**config.mk**
```make
export PLATFORM = sky130hd
export DESIGN_NAME = collision_probe
export DESIGN_NICKNAME = d
export VERILOG_FILES = /design/src/rtl/collision_probe.sv
export SDC_FILE = /design/constraint.sdc
export NUM_CORES = 1
export LEC_CHECK = 0
export CAP_MARGIN = 20
export CORE_MARGIN = 3
export CORE_UTILIZATION = 60
export DETAILED_ROUTE_END_ITERATION = 12
export HOLD_SLACK_MARGIN = 0.1
export PLACE_DENSITY = 0.83
export SETUP_SLACK_MARGIN = 0.4
export SYNTH_ARGS = -nofsm -noshare
export SYNTH_HDL_FRONTEND = slang
export SYNTH_SLANG_ARGS = --single-unit
```
**constraint.sdc**
```tcl
create_clock -name clk -period 12.1 [get_ports clk]
set_clock_uncertainty 0.1 [all_clocks]
set_input_delay 1.815 -clock clk [delete_from_list [all_inputs] [get_ports clk]]
set_output_delay 1.815 -clock clk [all_outputs]
set_load 0.05 [all_outputs]
```
**src/rtl/collision_probe.sv**
```systemverilog
// Edge-probe collision scanner: snapshots the player box, reads eight probe tiles from the
// tile-map ROM and commits {up, down, left, right} blocked flags once per 10-cycle scan.
module collision_probe #(
   parameter int unsigned PLAYER_W   = 32,
   parameter int unsigned PLAYER_H   = 32,
   parameter int unsigned SCREEN_W   = 800,
   parameter int unsigned SCREEN_H   = 600,
   parameter int unsigned TILE_SHIFT = 5,
   parameter int unsigned MAP_COLS   = 25,
   parameter int unsigned ADDR_W     = 9
) (
   input  logic              clk,
   input  logic              rst_n,
   input  logic              enable,
   input  logic [9:0]        pos_x,
   input  logic [9:0]        pos_y,
   output logic              map_rd_en,
   output logic [ADDR_W-1:0] map_addr,
   input  logic              map_data,
   output logic [3:0]        is_collide,
   output logic              scan_done
);

   localparam logic [10:0] WM1 = 11'(PLAYER_W - 1);
   localparam logic [10:0] WP  = 11'(PLAYER_W);
   localparam logic [10:0] HM1 = 11'(PLAYER_H - 1);
   localparam logic [10:0] HP  = 11'(PLAYER_H);
   localparam logic [10:0] SW  = 11'(SCREEN_W);
   localparam logic [10:0] SH  = 11'(SCREEN_H);

   typedef enum logic [1:0] {StIdle, StSnap, StProbe, StCollect} state_e;

   state_e            state_q, state_d;
   logic [10:0]       snap_x_q, snap_x_d, snap_y_q, snap_y_d;
   logic [2:0]        k_q, k_d;
   logic [3:0]        acc_q, acc_d, collide_q, collide_d;
   logic              done_q, done_d;
   logic              rd_en_q, rd_en_d;
   logic [ADDR_W-1:0] addr_q, addr_d;
   logic              oob1_q, oob1_d, vld1_q, vld1_d;
   logic [1:0]        dir1_q, dir1_d;
   logic              oob2_q, vld2_q;
   logic [1:0]        dir2_q;

   logic              issue, oob;
   logic [2:0]        idx;
   logic [10:0]       src_x, src_y, px, py;
   logic [3:0]        hit_vec, acc_sum;

   // The read for probe idx is registered, so it is computed one cycle ahead; in SNAP the
   // snapshot is not yet loaded, so probe 0 comes straight from the position inputs.
   always_comb begin
      src_x = (state_q == StSnap) ? {1'b0, pos_x} : snap_x_q;
      src_y = (state_q == StSnap) ? {1'b0, pos_y} : snap_y_q;
      issue = (state_q == StSnap) || ((state_q == StProbe) && (k_q != 3'd7));
      idx   = (state_q == StSnap) ? 3'd0 : k_q + 3'd1;
      px    = src_x;
      py    = src_y;
      case (idx)
         3'd0:    py = src_y - 11'd1;
         3'd1:    begin px = src_x + WM1; py = src_y - 11'd1; end
         3'd2:    py = src_y + HP;
         3'd3:    begin px = src_x + WM1; py = src_y + HP;    end
         3'd4:    px = src_x - 11'd1;
         3'd5:    begin px = src_x - 11'd1; py = src_y + HM1; end
         3'd6:    px = src_x + WP;
         default: begin px = src_x + WP;    py = src_y + HM1; end
      endcase
      // Unsigned compare also catches the wrapped X-1 / Y-1 at the top-left edge.
      oob     = (px >= SW) || (py >= SH);
      rd_en_d = issue && !oob;
      addr_d  = rd_en_d ? ADDR_W'(32'(py >> TILE_SHIFT) * MAP_COLS + 32'(px >> TILE_SHIFT))
                        : '0;
      oob1_d  = issue && oob;
      vld1_d  = issue;
      dir1_d  = idx[2:1];
   end

   assign hit_vec = (vld2_q && (map_data || oob2_q)) ? (4'b1000 >> dir2_q) : 4'b0000;
   assign acc_sum = acc_q | hit_vec;

   always_comb begin
      state_d   = state_q;
      snap_x_d  = snap_x_q;
      snap_y_d  = snap_y_q;
      k_d       = k_q;
      acc_d     = acc_sum;
      collide_d = collide_q;
      done_d    = 1'b0;
      unique case (state_q)
         StIdle: begin
            if (enable) state_d = StSnap;
         end
         StSnap: begin
            snap_x_d = {1'b0, pos_x};
            snap_y_d = {1'b0, pos_y};
            k_d      = 3'd0;
            acc_d    = 4'b0000;
            state_d  = StProbe;
         end
         StProbe: begin
            if (k_q == 3'd7) state_d = StCollect;
            else             k_d     = k_q + 3'd1;
         end
         StCollect: begin
            collide_d = acc_sum;
            done_d    = 1'b1;
            state_d   = enable ? StSnap : StIdle;
         end
         default: state_d = StIdle;
      endcase
   end

   always_ff @(posedge clk or negedge rst_n) begin
      if (!rst_n) begin
         state_q   <= StIdle;
         snap_x_q  <= '0;
         snap_y_q  <= '0;
         k_q       <= '0;
         acc_q     <= '0;
         collide_q <= '0;
         done_q    <= 1'b0;
         rd_en_q   <= 1'b0;
         addr_q    <= '0;
         oob1_q    <= 1'b0;
         vld1_q    <= 1'b0;
         dir1_q    <= '0;
         oob2_q    <= 1'b0;
         vld2_q    <= 1'b0;
         dir2_q    <= '0;
      end else begin
         state_q   <= state_d;
         snap_x_q  <= snap_x_d;
         snap_y_q  <= snap_y_d;
         k_q       <= k_d;
         acc_q     <= acc_d;
         collide_q <= collide_d;
         done_q    <= done_d;
         rd_en_q   <= rd_en_d;
         addr_q    <= addr_d;
         oob1_q    <= oob1_d;
         vld1_q    <= vld1_d;
         dir1_q    <= dir1_d;
         oob2_q    <= oob1_q;
         vld2_q    <= vld1_q;
         dir2_q    <= dir1_q;
      end
   end

   assign map_rd_en  = rd_en_q;
   assign map_addr   = addr_q;
   assign is_collide = collide_q;
   assign scan_done  = done_q;

endmodule
```
Word-level counts from Yosys, hierarchy flattened
Index checks and enable logic that the tools add are counted.

word-level totals
  register bits after elaboration = 54
  input port bits = 24
  output and inout port bits = 15

cells by class
  reductions and logical operators = 19
  bitwise gates (word level) = 1
  add/sub/neg operators = 8
  multiply operators = 1
  shifts and indexed selects = 1
  order comparisons = 2
  multiplexer cells = 15
  eq/ne operators = 14

operator list
  operator                                                count
  case mux 11 bit (3 select lines)                        2
  adder 11 x 5 -> 11 bit (second input constant)          2
  adder 11 x 6 -> 11 bit (second input constant)          2
  >= comparator 11 x 10 -> 1 bit (second input constant)  2
  2-to-1 mux 11 bit                                       2
  subtractor 11 x 1 -> 11 bit (second input constant)     2
  == test 3 bit (second input constant)                   4
  OR reduction 2 bit                                      6
  adder 9 x 6 -> 9 bit                                    1
  multiplier 6 x 5 -> 9 bit (second input constant)       1
  2-to-1 mux 9 bit                                        1
  2-to-1 mux 4 bit                                        2
  case mux 2 bit (4 select lines)                         1
  == test 3 x 2 -> 1 bit (second input constant)          2
  2-to-1 mux 3 bit                                        2
  case mux 3 bit (2 select lines)                         1
  == test 2 bit (second input constant)                   2
  logical AND 1 bit                                       4
  2-to-1 mux 2 bit                                        2
  != test 2 bit (second input constant)                   2
  bitwise OR 4 bit                                        1
  AND reduction 2 bit                                     2
  right shift 4 x 2 -> 4 bit (first input constant)       1
  adder 3 x 1 -> 3 bit (second input constant)            1
  other kinds (10)                                        13

Longest topological paths before layout
  depth after elaboration = 10
  mapped depth = 28
  gate-level depth less buffers = 23

Worst setup path after synthesis
No wires, ideal clock.

  kind = reg2reg
  start = register state_q[1]
  end = register addr_q[8], in the netlist map_addr[8]
  arrival time = 5798 ps
  buffers on the path = 7
  cell stages (with the launch flop) = 26
  setup slack = 6083 ps
  clock period less this slack = 6017 ps
  cell sequence = dfrtp_1 > inv_1 > ha_1 > buf_6 > buf_8 > buf_6 > buf_4 > clkbuf_1 > buf_1 > clkbuf_1 > o21ai_0 > ha_1 > and2_1 > and3_1 > a2111oi_0 > nor3_1 > ha_1 > ha_1 > fa_1 > ha_1 > a21o_1 > a21oi_1 > o21bai_1 > a21oi_1 > xnor2_1 > and2_1

between the ends
  word-level cells in the longest chain between the ends = 10
  elaborated cells on any way between the ends = 36
  those cells by class = 7 x add/sub; 1 x mul; 2 x order compare; 8 x eq/ne; 6 x mux; 12 x reduce/logical

ends and longest elaborated chain
  element                                                         line  text
  start, declared                                                 33    state_e state_q, state_d;
  start signal, assigned                                          116   state_q <= StIdle;
  start signal, assigned                                          132   state_q <= state_d;
  branches (longest 9 deep; another with adder 11 x 5 -> 11 bit)  n/a
  2-to-1 mux 9 bit (*)                                            72    addr_d = rd_en_d ? ADDR_W'(32'(py >> TILE_SHIFT) * MAP_COLS + 32'(px >> TILE_SHIFT))
  named net addr_d[8]                                             39    logic [ADDR_W-1:0] addr_q, addr_d;
  end signal, assigned                                            140   addr_q <= addr_d;
  end, declared                                                   39

Mark *: on every way through the listed nets, which the timed path passes.
A chain may end at the register's enable or synchronous reset.

Worst setup path in the final report
  start = register k_q[0]
  end = register addr_q[8], in the netlist map_addr[8]

between the ends
  word-level cells in the longest chain between the ends = 10
  elaborated cells on any way between the ends = 28
  those cells by class = 2 x add/sub; 1 x mul; 2 x order compare; 7 x eq/ne; 4 x mux; 12 x reduce/logical

ends and longest elaborated chain
  element                                                            line  text
  start, declared                                                    35    logic [2:0] k_q, k_d;
  start signal, assigned                                             135   k_q <= k_d;
  adder 3 x 1 -> 3 bit (*)                                           56    idx = (state_q == StSnap) ? 3'd0 : k_q + 3'd1;
  2-to-1 mux 3 bit (*)                                               56
  named net idx[2]                                                   46    logic [2:0] idx;
  branches (longest 7 deep; another with multiplier 6 x 5 -> 9 bit)  n/a
  2-to-1 mux 9 bit (*)                                               72
  named net addr_d[8]                                                39

Marks and branches as above.

==> results.toml <==
[sta]
final-setup-viol-count = 0
hold_ws_ns = 0.250
worst_pin_slew_ns = 0.704
finalCritPeriodShare = 0.536
hold_violations = 0
tns_ns = 0
min_period_ns = 6.48
slew-limit-headroom = 0.526
postLayoutSetupSlackWorst_ns = 5.62
fmax_mhz = 154
slew_violations = 0
rsz0062_at_grt = "no"

[final_layout]
nets = 536
seqCellArea_um2 = 1350
areaGrowthSynthToFinish_pct = 12.4
multi_input_area_um2 = 2620
fin_cells = 550
fill_cells = 502
n_antenna_cell = 0
layout-drive-gt1-share = 0.0810

[global_route]
antenna_found_initial = 0
gr-total-overflow = 0
grt_pass1_vias = 3244
grtUsageTotal = 0.228
grt_max_degree = 55
grt_pass1_wl_mm = 14.6

[cts]
clock_latency_ns = 0.31
cts_buffer_depth = 2
clk_pin_slew_ns = 0.11
cts_setup_buffers = 0
tritoncts = "built"
cts-resized-gates = 0
cts_buffers = 5
cts_sinks = 54
cts_root_buf = "clkbuf_8"
hold_buffers = 0
htreeDepth = 2

[synthesis]
yosys.area.top_type = "dfrtp_1"
yosys.area.top_type_share = 0.323
yosysMostFrequentCell = "dfrtp_1"
ys_warn_count = 0
synth_top_flop_cell = "dfrtp_1"
syn_inst = 423
syn-num-nets = 503
ys_seq_area_frac = 0.323
synth_edf_count = 0
netlist_area_um2 = 4180
async_flop_share = 1.00
synth.distinct_cells = 70
avgSynthCellArea_um2 = 9.89
yosys-top-cells-area = "dfrtp_1 (32%), ha_1 (15%), mux2_2 (4.0%)"
netlist_top_cells_count = "dfrtp_1 (54), ha_1 (51), inv_1 (33), nor2_1 (28), a21oi_1 (23)"
ys_ff_latch = 54

[outcome]
status = "completed"

[floorplanning]
core-area_um2 = 6570
rows = 29
ios = 39
start_util = 0.637
die_h_um = 89.5
fp.dieW_um = 89.5
die_area_um2 = 8010

[worst_setup_path]
crit_slowest_cell = "ha_1"
worstSetupPathType = "reg2reg"
required_ns = 12.21
worstPathArrival_ns = 6.60
cp-start-kind = "flip-flop"
critPathMostFrequentCell = "ha_1"
slowest_delay_ns = 0.72
cp_max_fo = 22
cp_cell_sequence = "ha_1 > ha_1 > nor2b_1 > nor2b_1 > ha_1 > a21oi_1 > o21ai_0 > a2111oi_0 > nor3_1 > ha_1 > ha_1 > fa_1 > ha_1 > a21o_1 > a21oi_1 > o21bai_1 > a21oi_1 > xnor2_1 > and2_1"
cp-end-kind = "flip-flop"
reg2reg_depth = 19

[placed_design]
dpl.hpwl_mm = 6.42
gp_congestion = 0.941
place_ws_ns = 5.46
io_buffers = 38
dp.cells = 542

[routing]
drcViolationCount = 0
routed_wl_mm = 8.32
wl_per_cell_um = 15.1
vias_per_cell = 5.99
drtIter0Drc = 144
drtPass1Iterations = 5
vias = 3296
postRouteAntennaNets = 0

[job]
cap_violations = 0

[hold_path]
holdPathStages = 0
min_path_type = "reg2reg"
[final cells by class]
cell class / instances / area share
Clock buffer: 5 / 0.0146
Clock inverter: 3 / 0.00612
Inverter: 33 / 0.0263
Multi-Input combinational cell: 322 / 0.558
Sequential cell: 54 / 0.287
Tap cell: 93 / 0.0247
Timing Repair Buffer: 40 / 0.0830
[layer usage]
layer / part of all wire / track usage / vias to the layer above
met5: 0 / 0 / -
met3: 0.046 / 0.0369 / 23
met1: 0.46 / 0.313 / 1560
li1: - / - / 1618
met4: 0.023 / 0.0609 / 0
met2: 0.47 / 0.374 / 95
[flip-flops by register name, indices dropped and copies added, names as in the netlist, 2 cells and up]
| signal | count |
|---|---|
| snap_y_q | 11 |
| state_q | 2 |
| dir1_q | 2 |
| dir2_q | 2 |
| snap_x_q | 11 |
| map_addr | 9 |
| acc_q | 4 |
| is_collide | 4 |
| k_q | 3 |
[logic make-up (layout without fill, tap and decap cells)]
kind of cell | after synthesis | in the layout | synth area share
AO/OA/AOI/OAI | 102 | 102 | 0.174
XOR/XNOR | 18 | 18 | 0.0377
flip-flops | 54 | 54 | 0.323
multiplexers | 26 | 26 | 0.0667
adder cells (fa/ha/maj) | 56 | 56 | 0.177
AND/OR/NAND/NOR | 120 | 120 | 0.171
buffers and inverters | 47 | 81 | 0.0503
[cell usage in the layout, fill, tap and decap left out, types with 3 or more instances in the layout]
| cell type | instances |
|---|---|
| a31oi_1 | 4 |
| a21oi_1 | 23 |
| o41ai_1 | 3 |
| or3_1 | 3 |
| o211a_1 | 3 |
| ha_1 | 50 |
| nor3b_1 | 3 |
| o211ai_1 | 4 |
| nand3_1 | 8 |
| nor2b_1 | 10 |
| o21a_1 | 3 |
| nand4b_1 | 4 |
| a21o_1 | 12 |
| and3_1 | 4 |
| mux2_2 | 15 |
| clkdlybuf4s50_1 | 37 |
| xnor2_1 | 13 |
| inv_1 | 33 |
| a2111oi_0 | 3 |
| nor3_1 | 9 |
| a22o_1 | 3 |
| dfrtp_1 | 54 |
| nand2b_1 | 3 |
| fa_1 | 5 |
| clkbuf_8 | 5 |
| a211oi_1 | 3 |
| xor2_1 | 5 |
| o21ai_0 | 14 |
| and2_1 | 12 |
| o2111ai_1 | 3 |
| nor2_1 | 28 |
| mux2i_1 | 11 |
| nand2_1 | 18 |
[through the flow]
step	instance area, um2	utilization
after global placement	4600	0.701
after floorplan	4180	-
after global routing	4700	0.716
final	4700	0.716
after CTS	4700	0.716
after detailed placement	4600	0.701
[final timing paths]
path / start / to / slack (ns)
min: oob1_q / oob2_q / 0.25
min reg2reg: oob1_q / oob2_q / 0.25
max reg2reg: k_q[0] / map_addr[8] / 5.62
max in group asynchronous: rst_n / snap_y_q[10] / 9.95
min in group asynchronous: rst_n / snap_x_q[4] / 1.51
max: k_q[0] / map_addr[8] / 5.62
[critical path, delay by kind of cell (launching register included)]
family / cells / cell delay [ns]
adder cells (fa/ha/maj): 7 / 2.85
AO/OA/AOI/OAI: 7 / 1.56
AND/OR/NAND/NOR: 4 / 1.22
flip-flops: 1 / 0.55
XOR/XNOR: 1 / 0.09
Power is left out: the tool's default activity adds up to more than one toggle a clock period on the data nets, which glitch-free logic cannot reach.
